===== config.mk =====
export PLATFORM = sky130hd
export DESIGN_NAME = uart_tx_fifo
export DESIGN_NICKNAME = d
export VERILOG_FILES = /design/src/rtl/uart_tx_fifo.sv
export SDC_FILE = /design/constraint.sdc
export NUM_CORES = 1
export LEC_CHECK = 0
export CAP_MARGIN = 20
export CORE_MARGIN = 2
export CORE_UTILIZATION = 48
export DETAILED_ROUTE_END_ITERATION = 8
export GPL_TIMING_DRIVEN = 0
export PLACE_DENSITY = 0.73
export SLEW_MARGIN = 10
export SYNTH_ARGS = -nofsm -noshare
export SYNTH_HDL_FRONTEND = slang
export SYNTH_SLANG_ARGS = --single-unit

===== constraint.sdc =====
create_clock -name clk -period 3.6 [get_ports clk]
set_input_delay 0.36 -clock clk [delete_from_list [all_inputs] [get_ports clk]]
set_output_delay 0.36 -clock clk [all_outputs]
set_load 0.01 [all_outputs]

===== src/rtl/uart_tx_fifo.sv =====
// uart_tx_fifo: DEPTH-word transmit FIFO feeding a 5..9 bit UART serialiser
// with optional even/odd parity and one or two stop bits.
// Latency: a word pushed at edge E starts on the first baud tick strictly after E.
// Backpressure: in_ready drops while the FIFO is full or rst is high; a pop in
// the same cycle does not free a slot early.
//
// Ports:
//   clk, rst         system clock, synchronous active-high reset
//   baud_en_tx       one-cycle pulse per bit period from the baud generator
//   in_valid/in_data push interface; in_ready is the combinational accept
//   parity_mode      00/11 none, 01 even, 10 odd (latched at frame load)
//   two_stop         0 one stop bit, 1 two stop bits (latched at frame load)
//   tx_data_out      registered serial line, idle high
//   tx_active        high from the start-bit edge until the last stop bit ends
//   tx_done          one-cycle pulse after the final stop-bit tick
//   fifo_count       number of words currently held
module uart_tx_fifo #(
  parameter int WIDTH = 8,
  parameter int DEPTH = 4
) (
  input  logic                     clk,
  input  logic                     rst,
  input  logic                     baud_en_tx,
  input  logic                     in_valid,
  input  logic [WIDTH-1:0]         in_data,
  output logic                     in_ready,
  input  logic [1:0]               parity_mode,
  input  logic                     two_stop,
  output logic                     tx_data_out,
  output logic                     tx_active,
  output logic                     tx_done,
  output logic [$clog2(DEPTH):0]   fifo_count
);

  localparam int AW = $clog2(DEPTH);
  localparam int CW = AW + 1;
  localparam int IW = (WIDTH > 1) ? $clog2(WIDTH) : 1;
  localparam logic [CW-1:0] FULL_CNT = CW'(DEPTH);
  localparam logic [IW-1:0] LAST_IDX = IW'(WIDTH - 1);

  typedef enum logic [2:0] {
    S_IDLE,
    S_START,
    S_DATA,
    S_PARITY,
    S_STOP
  } state_t;

  // FIFO storage and pointers
  logic [WIDTH-1:0] r_mem [DEPTH];
  logic [AW-1:0]    r_wr_ptr;
  logic [AW-1:0]    r_rd_ptr;
  logic [CW-1:0]    r_count;

  // Serialiser state
  state_t           r_state;
  logic [WIDTH-1:0] r_shift;
  logic [IW-1:0]    r_bit_idx;
  logic             r_par_en;
  logic             r_par_bit;
  logic             r_two_stop;
  logic             r_stop2;
  logic             r_tx;
  logic             r_active;
  logic             r_done;

  logic             w_push;
  logic             w_pop;
  logic             w_frame_end;
  logic             w_not_empty;
  logic [WIDTH-1:0] w_head;
  logic             w_head_par;
  logic             w_par_en;

  assign in_ready    = !rst && (r_count != FULL_CNT);
  assign w_push      = in_valid && in_ready;
  assign w_not_empty = (r_count != '0);
  assign w_head      = r_mem[r_rd_ptr];

  // The frame ends on the stop tick unless a second stop bit is still owed.
  assign w_frame_end = baud_en_tx && (r_state == S_STOP) && !(r_two_stop && !r_stop2);

  // A pop only ever happens on a frame-start edge: from IDLE or straight out
  // of the last stop bit for back-to-back frames.
  assign w_pop = baud_en_tx && w_not_empty &&
                 ((r_state == S_IDLE) || w_frame_end);

  assign w_par_en   = (parity_mode == 2'b01) || (parity_mode == 2'b10);
  assign w_head_par = (^w_head) ^ (parity_mode == 2'b10);

  // Storage is not reset; w_push is already blocked while rst is high.
  always_ff @(posedge clk) begin
    if (w_push) begin
      r_mem[r_wr_ptr] <= in_data;
    end
  end

  always_ff @(posedge clk) begin
    if (rst) begin
      r_wr_ptr <= '0;
      r_rd_ptr <= '0;
      r_count  <= '0;
    end else begin
      if (w_push) begin
        r_wr_ptr <= r_wr_ptr + AW'(1);
      end
      if (w_pop) begin
        r_rd_ptr <= r_rd_ptr + AW'(1);
      end
      case ({w_push, w_pop})
        2'b10:   r_count <= r_count + CW'(1);
        2'b01:   r_count <= r_count - CW'(1);
        default: r_count <= r_count;
      endcase
    end
  end

  always_ff @(posedge clk) begin
    if (rst) begin
      r_state    <= S_IDLE;
      r_shift    <= '0;
      r_bit_idx  <= '0;
      r_par_en   <= 1'b0;
      r_par_bit  <= 1'b0;
      r_two_stop <= 1'b0;
      r_stop2    <= 1'b0;
      r_tx       <= 1'b1;
      r_active   <= 1'b0;
      r_done     <= 1'b0;
    end else begin
      r_done <= 1'b0;
      if (baud_en_tx) begin
        case (r_state)
          S_IDLE: begin
            r_tx     <= 1'b1;
            r_active <= 1'b0;
          end
          S_START: begin
            r_state   <= S_DATA;
            r_bit_idx <= '0;
            r_tx      <= r_shift[0];
            r_shift   <= r_shift >> 1;
          end
          S_DATA: begin
            if (r_bit_idx != LAST_IDX) begin
              r_bit_idx <= r_bit_idx + IW'(1);
              r_tx      <= r_shift[0];
              r_shift   <= r_shift >> 1;
            end else if (r_par_en) begin
              r_state <= S_PARITY;
              r_tx    <= r_par_bit;
            end else begin
              r_state <= S_STOP;
              r_stop2 <= 1'b0;
              r_tx    <= 1'b1;
            end
          end
          S_PARITY: begin
            r_state <= S_STOP;
            r_stop2 <= 1'b0;
            r_tx    <= 1'b1;
          end
          S_STOP: begin
            if (r_two_stop && !r_stop2) begin
              r_stop2 <= 1'b1;
            end else begin
              r_done   <= 1'b1;
              r_state  <= S_IDLE;
              r_active <= 1'b0;
              r_tx     <= 1'b1;
            end
          end
          default: begin
            r_state  <= S_IDLE;
            r_tx     <= 1'b1;
            r_active <= 1'b0;
          end
        endcase

        // Frame load overrides the IDLE / end-of-frame defaults above, so a
        // queued word follows the last stop bit with no idle tick.
        if (w_pop) begin
          r_state    <= S_START;
          r_tx       <= 1'b0;
          r_active   <= 1'b1;
          r_shift    <= w_head;
          r_par_en   <= w_par_en;
          r_par_bit  <= w_head_par;
          r_two_stop <= two_stop;
          r_stop2    <= 1'b0;
        end
      end
    end
  end

  assign tx_data_out = r_tx;
  assign tx_active   = r_active;
  assign tx_done     = r_done;
  assign fifo_count  = r_count;

endmodule


=== Yosys cells after proc, flatten, opt, wreduce, memory -nomap -nowiden ===
Memories as Yosys holds them, arrays and structs flattened. A register that Yosys moved wholly into a read port is not among the register bits.
Cells that the tools add are included.
W data, S select, Z words.

* Bits in writable memories: 32
* Bits of input ports: 15
* Logic and storage cells: 97
* Memories kept: 1
* Flip-flop bits (word level): 28

{| class="wikitable"
|+ Memory list
! memory !! depth !! width !! read ports !! clocked after Yosys merged registers in !! write ports !! RTL line !! source
|-
| r_mem || 4 || 8 || 1 || 1 || 1 || 50 || <nowiki>logic [WIDTH-1:0] r_mem [DEPTH];</nowiki>
|}

* Mux-type cells: 29
* Equality and inequality tests: 18
* Bitwise logic cells: 3
* Reductions and logical operators: 28
* Add/sub/neg operators: 5

{| class="wikitable"
|+ Operator list
! cell !! count
|-
| $ne A3 B3 Y1 const B || 6
|-
| $mux W8 || 2
|-
| $pmux W8 S2 || 1
|-
| $mux W3 || 5
|-
| $pmux W3 S5 || 1
|-
| $mux W1 || 13
|-
| $pmux W3 S2 || 2
|-
| $reduce_and A3 Y1 || 3
|-
| $reduce_xor A8 Y1 || 1
|-
| $logic_and A1 B1 Y1 || 7
|-
| $add A3 B1 Y3 const B || 2
|-
| $eq A3 B2 Y1 const B || 2
|-
| $pmux W1 S3 || 2
|-
| $reduce_bool A3 Y1 || 2
|-
| $reduce_or A3 Y1 || 2
|-
| $reduce_and A5 Y1 || 1
|-
| $add A2 B1 Y2 const B || 2
|-
| $eq A2 B1 Y1 const B || 2
|-
| $eq A2 B2 Y1 const B || 2
|-
| $mux W2 || 2
|-
| $ne A2 B2 Y1 const B || 2
|-
| $reduce_and A2 Y1 || 2
|-
| $reduce_and A4 Y1 || 1
|-
| $reduce_bool A2 Y1 || 2
|-
| other kinds (12) || 16
|}

=== Depth between registers and ports, before layout ===
Gate-level depths: netlist (run 1).

* Word-level depth: 8
* Gate-level depth with buffers: 11
* Gate-level depth less buffers: 10

=== Worst setup path before layout (run 1) ===
Ideal clock, no wire load.

* Kind: register to register
* Start: register r_state[1]
* End: register r_count[2], in the netlist fifo_count[2]
* Setup slack: 1.031 ns
* Data required time: 3.530 ns
* Path buffers: 2
* Cell stages (with the launch flop): 12
* Arrival time: 2.498 ns
* Cell sequence: dfxtp_1 -> buf_2 -> nor3b_1 -> o311ai_2 -> inv_2 -> buf_4 -> ha_1 -> inv_1 -> fa_1 -> xor2_1 -> or3_1 -> a21oi_1

* Cells in the longest elaborated chain, start to end: 7

{| class="wikitable"
|+ Ends and longest elaborated chain
! item !! RTL line !! source
|-
| from (decl) || 56 || <nowiki>state_t r_state;</nowiki>
|-
| from (signal assigned) || 120 || <nowiki>r_state <= S_IDLE;</nowiki>
|-
| from (signal assigned) || 139 || <nowiki>r_state <= S_DATA;</nowiki>
|-
| from (signal assigned) || 150 || <nowiki>r_state <= S_PARITY;</nowiki>
|-
| $eq A3 B3 Y1 || 81 || <nowiki>assign w_frame_end = baud_en_tx && (r_state == S_STOP) && !(r_two_stop && !r_stop2);</nowiki>
|-
| $logic_and A1 B1 Y1 (2 in a row) || 81 ||
|-
| $logic_or A1 B1 Y1 (*) || 86 || <nowiki>((r_state == S_IDLE) || w_frame_end);</nowiki>
|-
| $logic_and A1 B1 Y1 (*) || 85 || <nowiki>assign w_pop = baud_en_tx && w_not_empty &&</nowiki>
|-
| $eq A2 B1 Y1 / $eq A2 B2 Y1 (equally long branches) || 110 || <nowiki>case ({w_push, w_pop})</nowiki>
|-
| $pmux W3 S2 / $reduce_bool A2 Y1 (equally long branches) || -- ||
|-
| to (signal assigned) || 111 || <nowiki>2'b10: r_count <= r_count + CW'(1);</nowiki>
|-
| to (signal assigned) || 112 || <nowiki>2'b01: r_count <= r_count - CW'(1);</nowiki>
|-
| to (signal assigned) || 113 || <nowiki>default: r_count <= r_count;</nowiki>
|-
| to (decl) || 53 || <nowiki>logic [CW-1:0] r_count;</nowiki>
|}

Mark *: on every way between the ends. The rest lies on a longest branch, timed or not.
A chain may end at the register's enable or synchronous reset.

=== Worst setup path in the final report (run 1) ===
* Start: input port baud_en_tx
* End: register r_count[2], in the netlist fifo_count[2]

* Cells in the longest elaborated chain, start to end: 6

{| class="wikitable"
|+ Ends and longest elaborated chain
! item !! RTL line !! source
|-
| from (decl) || 23 || <nowiki>input logic baud_en_tx,</nowiki>
|-
| $logic_and A1 B1 Y1 (2 in a row) || 81 ||
|-
| $logic_or A1 B1 Y1 || 86 ||
|-
| $logic_and A1 B1 Y1 (*) || 85 ||
|-
| $eq A2 B1 Y1 / $eq A2 B2 Y1 (equally long branches) || 110 ||
|-
| $pmux W3 S2 / $reduce_bool A2 Y1 (equally long branches) || -- ||
|}

Marks and branches as above.

==> metrics, run 1 <==
initial antenna violation count 0; Clock Skews 0.00877 ns; grt total ovfl 0; Area Growth Syn to Fin 18.4%; Yosys reg bits 62; unrepaired setup endpoints after global routing false; io pins 22; crit path kind in -> reg; routed length on met1 2210 um; CP arrival 3.36 ns; period utilization 0.859; Hold Path Class reg -> reg; clock-pin slew on the worst setup and hold paths 0.07 ns; cell count after synthesis 210; Final Util 0.581; GRT Util Overall 0.176; Syn. warnings 0; Synthesized Nets 234; crit path time final 3.09 ns; die span in y 78.6 um; maximum fanout along the worst path 10; uppermost layer routed met4; Die X between 70 and 80 um; CTS root buf clkbuf_8; LEAKAGE 1.10 nW; clock sinks 62; Slowest Stage Delay on Critical Path 0.53 ns; Post-synth EDFFs 32; Mean Syn Cell Area 12.7 um^2; Post-CTS Setup Bufs 0; Final ANT Viol Nets 0; CP endpoint kind flop; global placement routability congestion 0.794; DRC viols 0; port bufs 21; vias in the first global route between 1,500 and 2,000; setup TNS 0 ns; Unique masters post-synth 43; worst-margin pin slew around 0.74 ns; routed vias 1,647; largest net degree at the start of global routing 12; Die ar. 6180 um^2; core area 5440 um^2; crit start category primary input; met3 WL 170 um; CP max-delay cell clkdlybuf4s50_1; CTS Buf Count 9; Peak Freq 323 MHz; final setup violation count 0; CTS tree built; CP cell instances clkdlybuf4s50_1, nor3b_1, o311ai_2, inv_2, buf_4, ha_1, inv_1, fa_1, xor2_1, or3_1, a21oi_1; register area share after synthesis 0.585; first-pass detailed-route iteration total 4; Peak VDD IR 0.418 mV; WP data required 3.86 ns; top_reg_cell synth edfxtp_1; Post-Syn Area 2670 um^2; Layout Nets approximately 270; cts hold-fix bufs 0; Bufs on Longest Clock Path 2; CTS resizes 0; Max Slew Vio Count 0; post-DR vias/cell 5.16; Total Wirelength 4730 um; clock latency on the worst-skew pair around 0.34 ns; Iteration-0 DRC Markers 89; ratio of cells with drive above 1 in the final layout 0.101; H-Tree Depth 3; Pwr Density about 650 nW/um^2; Max-slew headroom 0.505; # diodes 0; wire per inst ~15 um; status finished, final reports clean; starting density of the core 0.491; num rows 27; first-pass GRT wire length 8140 um; Fin. Hold Viols 0; MaxCap Viol Count 0; Post-DP HPWL 3240 um; Async S/R FF share, synth 0; fillers 451; met2 wire len about 2300 um
==> power by group <==
group	switching, mW	internal (mW)
registers	0.0570	0.832
clock network	0.272	0.317
logic	0.289	0.286
total	0.618	1.43
==> registers in the layout (all words and copies together) (netlist names), 2 cells and up, named ones only <==
| register | cells |
|---|---|
| r_wr_ptr | 2 |
| fifo_count | 3 |
| r_bit_idx | 3 |
| r_mem | 32 |
| r_shift | 8 |
| r_rd_ptr | 2 |
| r_state | 3 |
==> cells by family after synthesis <==
kind of cell	share of synthesized area
AO/OA/AOI/OAI	0.112
adder cells (fa/ha/maj)	0.0450
multiplexers	0.0759
XOR/XNOR	0.0459
flip-flops	0.585
AND/OR/NAND/NOR	0.0951
buffers and inverters	0.0412
==> worst max-delay path, delay by kind of cell <==
| family | cells | cell delay, ns |
|---|---|---|
| XOR/XNOR | 1 | 0.16 |
| AO/OA/AOI/OAI | 2 | 0.47 |
| adder cells (fa/ha/maj) | 2 | 0.58 |
| AND/OR/NAND/NOR | 2 | 0.73 |
| buffers and inverters | 4 | 1.06 |
==> metrics by stage <==
stage / instance area, um^2 / setup slack [ns] / instances / total power, mW / hold WS [ns]
final: 3160 / 0.507 / 319 / 2.05 / 0.455
after detailed placement: 2970 / 0.169 / 303 / 1.48 / 0.448
after global placement: 2970 / 0.181 / 303 / 1.47 / 0.444
after floorplan: 2670 / 1.03 / 210 / 1.32 / 0.436
after global routing: 3160 / 0.262 / 319 / 2.16 / 0.477
after CTS: 3160 / 0.536 / 319 / 2.08 / 0.458
==> Yosys cell counts, types with 3 or more instances <==
library cell  instances  area (um^2)
and3_1                4         25.0
nor3_1                3         15.0
mux4_1                6          158
clkbuf_1              4         15.0
inv_1                13         48.8
edfxtp_1             32          961
ha_1                  8          100
a211oi_1              3         22.5
nand2_1              20         75.1
xnor2_1               3         26.3
nor2_1               11         41.3
dfxtp_1              30          601
nand3_1               6         30.0
a22oi_1               8         60.1
a21oi_1              20          100
xor2_1                4         35.0
==> worst paths after layout <==
kind | startpoint | endpoint | slack (ns) | cells past startpoint
worst max-delay path | baud_en_tx | fifo_count[2] | 0.51 | 11
worst min-delay path | r_shift[0] | r_shift[0] | 0.45 | 2
worst max register to register | r_state[1] | fifo_count[2] | 0.64 | 11
worst min register to register | r_shift[0] | r_shift[0] | 0.45 | 2
==> layout make-up <==
class                   instances  area, um^2  share of cell area
multi-input cells             125        1000               0.316
clock buffers                  10         128              0.0404
clock inverters                 6        62.6              0.0198
repair buffers                 21         210              0.0665
flip-flops and latches         62        1560               0.494
plain buffers                   9        57.6              0.0182
well taps                      72        90.1              0.0285
inverters                      14        52.6              0.0166
==> layout by cell type, fill, tap and decap left out, types with 5 or more instances in the layout <==
cell type	n
nand3_1	6
nand2_1	20
a22oi_1	8
inv_1	13
nor2_1	11
clkdlybuf4s50_1	21
a21oi_1	20
mux4_1	6
edfxtp_1	32
ha_1	8
clkbuf_8	10
clkbuf_1	5
dfxtp_1	30
==> metal layers <==
metal / vias to the layer above / track usage
met5: - / 0
met1: 772 / 0.216
met4: 0 / 0.0579
met3: 7 / 0.0621
li1: 842 / -
met2: 26 / 0.291
No activity file was read; power rests on OpenSTA's default activity.
==> inputs of run 2 (changes only) <==
Settings changed: CTS_CLUSTER_SIZE from default to 24.
==> results of run 2 <==
No change in the layout: final DEF, timing and power equal those of run 1.
